## src/rtl/dkong_input_ctrl.sv

```systemverilog
// Player-input conditioning for the Donkey Kong core: PS/2 + joystick merge, rotate remap
// and a timed coin/gap/start credit sequencer. Keyboard decode is enabled by DKIN_KEYBOARD_EN.
//
// state     | meaning
// S_IDLE    | waiting for a start rising edge
// S_COIN    | O_C1 low for COIN_CYC clocks
// S_GAP     | all credit outputs high for GAP_CYC clocks
// S_START   | O_S1 or O_S2 low for START_CYC clocks
// S_RELEASE | waiting for both start requests to drop
module dkong_input_ctrl #(
  parameter int COIN_CYC  = 2457600,
  parameter int GAP_CYC   = 1228800,
  parameter int START_CYC = 2457600
) (
  input  logic        I_CLK_24576M,
  input  logic        I_RESETn,
  input  logic [10:0] I_PS2_KEY,
  input  logic [15:0] I_JOY,
  input  logic        I_ROTATE,
  output logic        O_U,
  output logic        O_D,
  output logic        O_L,
  output logic        O_R,
  output logic        O_J,
  output logic        O_S1,
  output logic        O_S2,
  output logic        O_C1,
  output logic        O_BUSY
);

  localparam logic [23:0] COIN_LD  = 24'(COIN_CYC - 1);
  localparam logic [23:0] GAP_LD   = 24'(GAP_CYC - 1);
  localparam logic [23:0] START_LD = 24'(START_CYC - 1);

  typedef enum logic [2:0] {
    S_IDLE    = 3'd0,
    S_COIN    = 3'd1,
    S_GAP     = 3'd2,
    S_START   = 3'd3,
    S_RELEASE = 3'd4
  } state_t;

  // key latch vector: {s2, s1, fire, right, left, down, up}
  logic [6:0] key;

`ifdef DKIN_KEYBOARD_EN
  logic       tog_q;
  logic [6:0] key_q, key_d;
  logic       key_ev;
  logic       pressed;
  logic [8:0] code;

  assign key_ev  = I_PS2_KEY[10] ^ tog_q;
  assign pressed = I_PS2_KEY[9];
  assign code    = I_PS2_KEY[8:0];

  // Direction keys match on the scancode alone; the others need extended = 0.
  always_comb begin
    key_d = key_q;
    if (key_ev) begin
      if (code[7:0] == 8'h75)                      key_d[0] = pressed;
      else if (code[7:0] == 8'h72)                 key_d[1] = pressed;
      else if (code[7:0] == 8'h6B)                 key_d[2] = pressed;
      else if (code[7:0] == 8'h74)                 key_d[3] = pressed;
      else if (code == 9'h029 || code == 9'h014)   key_d[4] = pressed;
      else if (code == 9'h005)                     key_d[5] = pressed;
      else if (code == 9'h006)                     key_d[6] = pressed;
    end
  end

  always_ff @(posedge I_CLK_24576M or negedge I_RESETn) begin
    if (!I_RESETn) begin
      tog_q <= 1'b0;
      key_q <= '0;
    end else begin
      tog_q <= I_PS2_KEY[10];
      key_q <= key_d;
    end
  end

  assign key = key_q;
`else
  logic unused_ps2;
  assign unused_ps2 = ^I_PS2_KEY;
  assign key = '0;
`endif

  logic unused_joy;
  assign unused_joy = ^I_JOY[15:7];

  logic req_u, req_d, req_l, req_r, req_f, st1_raw, st2_raw;
  logic up_n, dn_n, lf_n, rt_n;

  assign up_n    = key[0] | I_JOY[3];
  assign dn_n    = key[1] | I_JOY[2];
  assign lf_n    = key[2] | I_JOY[1];
  assign rt_n    = key[3] | I_JOY[0];
  assign req_f   = key[4] | I_JOY[4];
  assign st1_raw = key[5] | I_JOY[5];
  assign st2_raw = key[6] | I_JOY[6];

  assign req_u = I_ROTATE ? lf_n : up_n;
  assign req_d = I_ROTATE ? rt_n : dn_n;
  assign req_l = I_ROTATE ? dn_n : lf_n;
  assign req_r = I_ROTATE ? up_n : rt_n;

  logic [4:0] dir_q;
  logic       st1_q, st2_q, st1_prev_q, st2_prev_q;
  logic       rise1, rise2;

  always_ff @(posedge I_CLK_24576M or negedge I_RESETn) begin
    if (!I_RESETn) begin
      dir_q      <= 5'b11111;
      st1_q      <= 1'b0;
      st2_q      <= 1'b0;
      st1_prev_q <= 1'b0;
      st2_prev_q <= 1'b0;
    end else begin
      dir_q      <= ~{req_u, req_d, req_l, req_r, req_f};
      st1_q      <= st1_raw;
      st2_q      <= st2_raw;
      st1_prev_q <= st1_q;
      st2_prev_q <= st2_q;
    end
  end

  assign rise1 = st1_q & ~st1_prev_q;
  assign rise2 = st2_q & ~st2_prev_q;

  state_t      state_q, state_d;
  logic [23:0] cnt_q, cnt_d;
  logic        sel_q, sel_d;

  always_comb begin
    state_d = state_q;
    cnt_d   = cnt_q;
    sel_d   = sel_q;
    case (state_q)
      S_IDLE: begin
        if (rise1 || rise2) begin
          sel_d   = rise1;
          cnt_d   = COIN_LD;
          state_d = S_COIN;
        end
      end
      S_COIN: begin
        if (cnt_q == '0) begin
          cnt_d   = GAP_LD;
          state_d = S_GAP;
        end else begin
          cnt_d = cnt_q - 24'd1;
        end
      end
      S_GAP: begin
        if (cnt_q == '0) begin
          cnt_d   = START_LD;
          state_d = S_START;
        end else begin
          cnt_d = cnt_q - 24'd1;
        end
      end
      S_START: begin
        if (cnt_q == '0) state_d = S_RELEASE;
        else             cnt_d   = cnt_q - 24'd1;
      end
      S_RELEASE: begin
        if (!st1_q && !st2_q) state_d = S_IDLE;
      end
      default: state_d = S_IDLE;
    endcase
  end

  logic c1_q, s1_q, s2_q, busy_q;

  // Credit outputs are registered from the next state so they line up with state_q.
  always_ff @(posedge I_CLK_24576M or negedge I_RESETn) begin
    if (!I_RESETn) begin
      state_q <= S_IDLE;
      cnt_q   <= '0;
      sel_q   <= 1'b0;
      c1_q    <= 1'b1;
      s1_q    <= 1'b1;
      s2_q    <= 1'b1;
      busy_q  <= 1'b0;
    end else begin
      state_q <= state_d;
      cnt_q   <= cnt_d;
      sel_q   <= sel_d;
      c1_q    <= ~(state_d == S_COIN);
      s1_q    <= ~((state_d == S_START) && sel_d);
      s2_q    <= ~((state_d == S_START) && !sel_d);
      busy_q  <= (state_d != S_IDLE);
    end
  end

  assign {O_U, O_D, O_L, O_R, O_J} = dir_q;
  assign O_S1   = s1_q;
  assign O_S2   = s2_q;
  assign O_C1   = c1_q;
  assign O_BUSY = busy_q;

endmodule

```

## config.mk

```make
export PLATFORM = sky130hd
export DESIGN_NAME = dkong_input_ctrl
export DESIGN_NICKNAME = d
export VERILOG_FILES = /design/src/rtl/dkong_input_ctrl.sv
export SDC_FILE = /design/constraint.sdc
export NUM_CORES = 1
export LEC_CHECK = 0
export CORE_MARGIN = 1
export CORE_UTILIZATION = 44
export CTS_BUF_LIST = sky130_fd_sc_hd__clkbuf_2 sky130_fd_sc_hd__clkbuf_4 sky130_fd_sc_hd__clkbuf_8
export DETAILED_ROUTE_END_ITERATION = 10
export PLACE_DENSITY_LB_ADDON = 0.1
export SLEW_MARGIN = 10
export SYNTH_ARGS = -nofsm -noshare
export SYNTH_HDL_FRONTEND = slang
export SYNTH_SLANG_ARGS = --single-unit
```

## constraint.sdc

```tcl
create_clock -name I_CLK_24576M -period 2.8 [get_ports I_CLK_24576M]
set_input_delay 0.28 -clock I_CLK_24576M [delete_from_list [all_inputs] [get_ports I_CLK_24576M]]
set_output_delay 0.28 -clock I_CLK_24576M [all_outputs]
set_load 0.005 [all_outputs]
```

Yosys cells after proc, flatten, opt, wreduce, memory -nomap -nowiden

Cells that the tools add are included.

Mux-type cells: 17
Bitwise logic cells: 8
Add/sub/neg operators: 1
$mul: 0
Divide/modulo/power cells: 0
Magnitude comparators: 0
Reductions and logical operators: 12
Shift-type cells: 0
Equal/unequal tests: 8

Operator list:

| kind                                                | number |
|---|---|
| two-way mux 24 bit                                  | 4 |
| one-hot mux 24 bit (4 select lines)                 | 1 |
| logical NOT 24 bit                                  | 1 |
| subtractor 24 x 1 -> 24 bit, second input constant  | 1 |
| two-way mux 3 bit                                   | 5 |
| one-hot mux 3 bit (5 select lines)                  | 1 |
| equality test 3 x 2 -> 1 bit, second input constant | 3 |
| equality test 3 x 1 -> 1 bit, second input constant | 2 |
| two-way mux 1 bit                                   | 6 |
| inverter 1 bit                                      | 5 |
| inverter 5 bit                                      | 1 |
| inequality test 2 bit, second input constant        | 2 |
| nonzero test 4 bit                                  | 1 |
| equality test 3 bit, second input constant          | 1 |
| logical AND 1 bit                                   | 3 |
| logical NOT 1 bit                                   | 3 |
| logical NOT 3 bit                                   | 1 |
| AND reduction 3 bit                                 | 1 |
| nonzero test 3 bit                                  | 1 |
| AND 1 bit                                           | 2 |
| logical OR 1 bit                                    | 1 |

Bits in read-only memories: 0
Register bits after elaboration: 41
Bits in latches: 0
Output and inout bits: 9
Memory bits (writable): 0
Word-level logic and storage cells: 58
Input bits: 30
Memories kept: 0

Depth between registers and ports, before layout

Gate-level depths: netlist of the first run.

Depth after elaboration: 8
Mapped depth: 9
Depth with buffers taken out: 7

Least setup slack after synthesis of the first run

Ideal clock, no wire load.

Kind: register -> register
Start point: register cnt_q[13]
End point: register cnt_q[1]
Path slack: 0.526 ns
Cell stages (with the launch flop): 8
Setup time: 0.142 ns
Clock period less this slack: 2.274 ns
Data arrival time: 2.132 ns
Required time: 2.658 ns
Buffers on the path: 2
Cell sequence: dfrtp_1 > or4_4 > or2_1 > or4_1 > buf_4 > nand2_4 > buf_8 > a22oi_1

Word-level cells in the longest chain between the ends: 3
Elaborated cells between the ends (all ways): 6
Classes of those cells: eq/ne: 1; mux: 3; reduce/logical: 2

Ends and longest elaborated chain:

| item                                                                              | line          | source |
|---|---|---|
| from (decl)                                                                       | 131           | `logic [23:0] cnt_q, cnt_d;` |
| from (signal assigned)                                                            | 187           | `cnt_q <= cnt_d;` |
| logical NOT 24 bit (*)                                                            | 147, 155, 163 |  |
| two-way mux 24 bit, or another cell as far along                                  | 155           | `if (cnt_q == '0) begin` |
| one-hot mux 24 bit (4 select lines) / AND reduction 3 bit (equally long branches) | --            |  |

Mark *: on every way between the ends. The rest lies on a longest branch, timed or not.
A chain may end at the register's enable or synchronous reset.

Worst setup path after layout of the first run

Start point: register cnt_q[14]
End point: register cnt_q[1]

The elaborated chain is that of the path after synthesis.

==> summary.txt, run 1 <==
Status
  – Status: finished clean

Cells and area
  – Layout cells sized above 1: 14.5%
  – Area Overhead vs Synth: 15.0%
  – Area of the multi-input gates: 0.00109 mm2
  – Post-route cell area: 0.00260 mm2
  – Fin nets: 286
  – Fillers: 441
  – FF/Latch Area: approximately 0.0010 mm2
  – Antenna cells: 0

Floorplan
  – Total die area: 0.00543 mm2
  – Width of the chip: 73.7 um
  – IO Pins: 39
  – Die Ht: ~74 um
  – Core Region: 0.00485 mm2
  – Initial core utilization: 46.7%
  – # rows: 25

Yosys
  – Top_reg_cell synth: dfrtp_1
  – Mapped Area: 0.00226 mm2
  – Synth warn: 0
  – Synth Area per Inst: 9.67 um2
  – Yosys top cell area share: 36.5%
  – Sequential share of the synthesized area: between 40% and 50%
  – Synthesized flop and latch total: 41
  – Async SR Flop Fraction: 100%
  – Number of synthesized flops with an enable pin: 0
  – Post-synth top area cell: dfrtp_1
  – Post-Synthesis Cells: 234
  – Ranking of synthesized cells by area: dfrtp_1 (37%), dfstp_2 (9.3%), o31ai_1 (4.6%)
  – Syn nets: ~270
  – Yosys cell types: between 50 and 60

Pwr
  – Pwr Density: 566 mW/mm2
  – Leak Pwr: between 0.001 and 0.0015 uW
  – Peak supply drop: 223 uV

Timing
  – Relative slew slack: 40.8%
  – Crit path time final: 2.50 ns
  – FMAX: 401 MHz
  – RSZ-0062 raised after global routing: no
  – Fin crit share: 89.1%
  – Pins Over Slew Limit: 0
  – Worst Tran Pin Value: 0.888 ns
  – Hold Violations, Final: 0
  – Setup violators final: 0
  – Setup TNS: 0 ns
  – Clk_skew: between 0.008 and 0.009 ns

Detailed routing
  – Drt pass-1 iters: 4
  – Routed wire length: around 5000 um
  – DR WL/cell: 15.7 um
  – Initial detailed-routing violation count: 150
  – Vias: around 1,900
  – ANT nets after route: 0
  – DR vias/cell: 5.84
  – Remaining DRCs: 0

Placement
  – Placed cell area: 0.00252 mm2
  – Number of port buffers: 18
  – RePlAce Congestion: 0.885
  – Post-detail-place hpwl: ~3500 um

CTS
  – H-tree depth: 2
  – Postcts setup bufs: 0
  – Worst-path clk slew: approximately 0.08 ns
  – CTS tree: done
  – Clock net sink count: between 40 and 50
  – Root buf cell: clkbuf_8
  – # hold bufs at CTS: 0
  – Clock Latency Late Sink: 0.30 ns
  – Max clock buf depth: 2
  – Number of CTS-inserted buffers: 5
  – Number of gates resized after cts: 0

Global route
  – Largest net degree at the start of global routing: 42
  – Vias in the first global route: ~1,700
  – First-pass GRT wire length: 8420 um
  – Global-route met3 utilization: 3.57%
  – Grt peak-use layer: met1
  – Initial antenna violation count: 0
  – Met1 Track Usage GR: 30.9%
  – Met2 Use GR: 29.1%
  – Total grt overflow: 0
  – Total global-route track usage: between 20% and 30%

Critical path
  – Worst Path Required: 2.95 ns
  – Buf+Inv Stages, Crit Path: 0
  – Worst flop-to-flop path startpoint: cnt_q[14]$_DFFE_PN0P_
  – CP max FO: 16
  – CP delay by family, top: simple AND/OR/NAND/NOR gates
  – CP max-delay cell: or4_1
  – Crit path capture type: flip-flop
  – R2r endpoint: cnt_q[1]$_DFFE_PN0P_
  – R2r setup slk: 0.30 ns
  – Setup CP Type: flip-flop to flip-flop
  – Max stage delay on crit path: 0.71 ns
  – Arr. time, crit path: around 2.6 ns
  – Depth of the most critical reg-to-reg path: 5
  – CP Launch Type: flip-flop
  – Critical path, cell by cell: or4_4 > or2_1 > or4_1 > nand2_4 > a22oi_1

Job
  – Max-Cap Viols: 0

Min path
  – Hold WC Path Type: input port to async pin
==> cells by family after synthesis <==
logic type	count (synthesis)	synth area share, %
AND/OR/NAND/NOR	79	20.3
AO/OA/AOI/OAI	77	24.2
flip-flops	41	45.8
buffers and inverters	29	6.03
multiplexers	4	1.77
XOR/XNOR	2	0.774
adder cells (fa/ha/maj)	2	1.11
==> synth_stat cells, types with 2 or more instances <==
library cell and number:
nor2_1 12, and3_1 4, clkbuf_1 9, a31oi_1 4, or2_2 3, o31ai_1 14
a21o_1 4, nand3_1 5, nand4_1 5, dfstp_2 8, a2bb2oi_1 4, a211oi_1 2
o211ai_1 4, a21oi_1 19, o221ai_1 2, dfrtp_1 33, nor4_1 5, nor4b_1 2
ha_1 2, o41ai_1 5, buf_4 4, mux2i_1 4, a22oi_1 3, nor3_1 15
or3_1 7, or4_1 2, nand2b_1 3, inv_1 13, nand2_1 7, o21ai_0 6
a41oi_1 2
==> sequential cells by signal, summed over array words and instances (netlist names) <==
register and flops:
cnt_q 24, dir_q 5, state_q 3, O_BUSY 1
O_C1 1, O_S1 1, O_S2 1, sel_q 1
st1_prev_q 1, st1_q 1, st2_prev_q 1, st2_q 1
==> through the flow <==
step / utilization (%) / setup WS, ns / cells / total power (uW) / hold slack (ns)
after global routing: 53.7 / 0.121 / 322 / 1570 / 0.189
after floorplan: - / 0.526 / 234 / 978 / -0.0156
after detailed placement: 51.9 / 0.334 / 314 / 1090 / 0.396
after CTS: 53.7 / 0.310 / 322 / 1480 / 0.137
final: 53.7 / 0.305 / 322 / 1470 / 0.0993
after global placement: 51.9 / 0.324 / 314 / 1080 / 0.386
==> worst max-delay path by stage <==
stage                                     start  slack [ns]                     to  depth (start not counted)
after global routing       cnt_q[0]$_DFFE_PN0P_        0.12  cnt_q[20]$_DFFE_PN0P_                          8
after floorplan           cnt_q[13]$_DFFE_PN0P_        0.53   cnt_q[1]$_DFFE_PN0P_                          7
after global placement     cnt_q[0]$_DFFE_PN0P_        0.32   cnt_q[1]$_DFFE_PN0P_                          8
after detailed placement  cnt_q[14]$_DFFE_PN0P_        0.33   cnt_q[1]$_DFFE_PN0P_                          5
final                     cnt_q[14]$_DFFE_PN0P_        0.30   cnt_q[1]$_DFFE_PN0P_                          5
after CTS                  cnt_q[0]$_DFFE_PN0P_        0.31  cnt_q[20]$_DFFE_PN0P_                          8
==> metal layers <==
metal,wire [um],share of wire (%),up-vias
li1,-,-,930
met1,2540,50,898
met2,2180,43,44
met3,218,4.3,7
met4,102,2.0,0
met5,0,0,-
==> power breakdown <==
| part | internal, uW | leakage (uW) | total [uW] | switching (uW) |
|---|---|---|---|---|
| sequential | 681 | 0.000455 | 793 | 112 |
| clock | 183 | 0.0000484 | 389 | 206 |
| combinational | 141 | 0.000553 | 291 | 150 |
| total | 1000 | 0.00106 | 1470 | 469 |
==> worst reg2reg max path, delay by kind of cell (launching register included) <==
family,cells,cell delay [ns]
AO/OA/AOI/OAI,1,0.13
AND/OR/NAND/NOR,4,1.80
flip-flops,1,0.43
==> layout by cell type, fill, tap and decap left out, types with 6 or more instances in the layout <==
cell             instances
dfrtp_1                 33
o21ai_0                  6
buf_4                   11
inv_1                   13
nand2_1                  7
or3_1                    7
clkdlybuf4s50_1         17
nor2_1                  12
o31ai_1                 14
a21oi_1                 19
dfstp_2                  8
nor3_1                  15
==> cell type report <==
class / count / area share, %
clock buffer: 6 / 2.93
clock inverter: 2 / 0.385
inverter: 13 / 1.87
multi-input combinational: 164 / 41.9
sequential: 41 / 39.8
tap: 67 / 3.22
timing repair buffer: 29 / 9.90
(Power assumes the default switching activity.)
==> inputs of run 2 (changes only) <==
ABC_CLOCK_PERIOD_IN_PS = 2800   (was not set)
CORE_ASPECT_RATIO = 2   (was not set)
==> summary.txt, run 2 (synthesis results as in run 1) <==
CTS
  – Clock Latency Late Sink: 0.30 ns (about the same)
  – H-tree depth: 2 (unchanged)
  – Max clock buf depth: 2 (unchanged)
  – Number of gates resized after cts: 0 (unchanged)
  – Clock net sink count: 41 (unchanged)
  – Root buf cell: clkbuf_8
  – CTS tree: done
  – Worst-path clk slew: 0.08 ns (about the same)
  – # hold bufs at CTS: 0 (unchanged)
  – Number of CTS-inserted buffers: 5 (unchanged)
  – Postcts setup bufs: 0 (unchanged)

Floorplan
  – IO Pins: 39 (unchanged)
  – Core Region: 0.00491 mm2 (+1.3%)
  – # rows: 36 (+44%)
  – Total die area: 0.00545 mm2 (+0.32%)
  – Die Ht: 103 um (+40%)
  – Initial core utilization: 46.1% (-0.58 points)
  – Width of the chip: 52.7 um (-28%)

Global route
  – Vias in the first global route: 1,928 (+12%)
  – Global-route met3 utilization: 4.39% (+0.82 points)
  – Met2 Use GR: 42.6% (+13 points)
  – First-pass GRT wire length: 9120 um (+8.3%)
  – Initial antenna violation count: 0 (unchanged)
  – Grt peak-use layer: met2
  – Total grt overflow: 0 (unchanged)
  – Met1 Track Usage GR: 23.8% (-7.1 points)
  – Total global-route track usage: 23.4% (+2.7 points)
  – Largest net degree at the start of global routing: 42 (unchanged)

Timing
  – Crit path time final: 2.56 ns (+0.0689 ns)
  – FMAX: 390 MHz (-2.7%)
  – Setup TNS: 0 ns (unchanged)
  – Relative slew slack: 40.3% (-0.52 points)
  – Hold Violations, Final: 0 (unchanged)
  – Pins Over Slew Limit: 0 (unchanged)
  – RSZ-0062 raised after global routing: no
  – Fin crit share: 91.6% (+2.5 points)
  – Setup violators final: 0 (unchanged)
  – Worst Tran Pin Value: 0.896 ns (+0.00783 ns)
  – Clk_skew: 0.00492 ns (-0.00352 ns)

Placement
  – Placed cell area: 0.00250 mm2 (-0.50%)
  – RePlAce Congestion: 0.894 (+0.98%)
  – Post-detail-place hpwl: 4120 um (+18%)
  – Number of port buffers: 18 (unchanged)

Critical path
  – Arr. time, crit path: 2.71 ns (+0.07 ns)
  – Critical path, cell by cell: or4_4 > or2_1 > or4_1 > nand2_4 > a22oi_1
  – Depth of the most critical reg-to-reg path: 5 (unchanged)
  – Worst flop-to-flop path startpoint: cnt_q[13]$_DFFE_PN0P_
  – CP max-delay cell: or4_1
  – Buf+Inv Stages, Crit Path: 0 (unchanged)
  – Crit path capture type: flip-flop
  – R2r endpoint: cnt_q[1]$_DFFE_PN0P_
  – Worst Path Required: 2.95 ns (about the same)
  – Max stage delay on crit path: 0.71 ns (about the same)
  – R2r setup slk: 0.24 ns (-0.07 ns)
  – CP Launch Type: flip-flop
  – CP max FO: 16 (unchanged)
  – Setup CP Type: flip-flop to flip-flop
  – CP delay by family, top: simple AND/OR/NAND/NOR gates

Detailed routing
  – Remaining DRCs: 0 (unchanged)
  – DR WL/cell: 17.5 um (+12%)
  – Routed wire length: 5470 um (+8.4%)
  – Vias: 1,907 (+1.5%)
  – Initial detailed-routing violation count: 42 (-72%)
  – DR vias/cell: 6.11 (+4.7%)
  – ANT nets after route: 0 (unchanged)
  – Drt pass-1 iters: 5 (+1)

Cells and area
  – Layout cells sized above 1: 14.5% (unchanged)
  – Largest register FFs: 24 (unchanged)
  – Post-route cell area: 0.00262 mm2 (+0.62%)
  – Fin nets: 286 (unchanged)
  – Biggest register: cnt_q
  – Commonest non-fill, non-tap cell in the layout: dfrtp_1
  – Most frequent cells in the layout: dfrtp_1 (33), a21oi_1 (19), clkdlybuf4s50_1 (17)
  – Area Overhead vs Synth: 15.8%
  – Antenna cells: 0 (unchanged)
  – Largest registers: cnt_q (24), dir_q (5), state_q (3)

Pwr
  – Peak supply drop: 398 uV (+78%)
  – Pwr Density: 598 mW/mm2 (+5.7%)
  – Leak Pwr: 0.00107 uW (+1.1%)

Status
  – Status: finished clean

Job
  – Max-Cap Viols: 0 (unchanged)

Min path
  – Hold WC Path Type: input port to async pin
[run 2: layer usage]
layer	share of wire [%]	routed length, um	vias up
li1	-	-	927
met1	38	2070	933
met2	57	3100	33
met3	2.4	132	14
met4	3.1	170	0
met5	0	0	-
[run 2: worst max path at each step]
stage          cells after the start                   from  slack, ns                     to
6_report                           5  cnt_q[13]$_DFFE_PN0P_       0.24   cnt_q[1]$_DFFE_PN0P_
4_1_cts                            5  cnt_q[13]$_DFFE_PN0P_       0.23  cnt_q[15]$_DFFE_PN0P_
3_3_place_gp                       5  cnt_q[13]$_DFFE_PN0P_       0.24  cnt_q[15]$_DFFE_PN0P_
5_1_grt                            8   cnt_q[1]$_DFFE_PN0P_       0.13  cnt_q[15]$_DFFE_PN0P_
3_5_place_dp                       5  cnt_q[13]$_DFFE_PN0P_       0.24  cnt_q[15]$_DFFE_PN0P_
2_1_floorplan                      7  cnt_q[13]$_DFFE_PN0P_       0.53   cnt_q[1]$_DFFE_PN0P_
[run 2: report_power, final]
part	switching [uW]	internal, uW
logic	151	138
clock network	205	277
registers	114	681
total	469	1100
[run 2: layout make-up]
class / instances / area [um2]
multi-input cells: 164 / 1090
clock inverters: 2 / 38.8
fillers: 458 / 2290
flip-flops and latches: 41 / 1040
clock buffers: 6 / 76.3
repair buffers: 29 / 258
inverters: 13 / 48.8
well taps: 57 / 71.3
[run 2: metrics by stage]
stage / total power (uW) / hold WS, ns / setup WS (ns) / util (%) / instances
after floorplan: 978 / -0.0156 / 0.526 / - / 234
after global placement: 1090 / 0.398 / 0.242 / 51.0 / 304
after detailed placement: 1090 / 0.400 / 0.243 / 51.0 / 304
after CTS: 1580 / 0.136 / 0.228 / 53.3 / 312
after global routing: 1660 / 0.187 / 0.125 / 53.3 / 312
final: 1570 / 0.106 / 0.236 / 53.3 / 312
[run 2: worst reg2reg max path: stages, from the launching register on]
cell	delay (ns)
dfrtp_1	0.45
or4_4	0.60
or2_1	0.24
or4_1	0.71
nand2_4	0.28
a22oi_1	0.13
==> inputs of run 3 (changes only) <==
ABC_CLOCK_PERIOD_IN_PS = not set   (was 2800)
==> results of run 3 <==
Same layout as run 2: the final DEF is identical, and so are final timing and power.
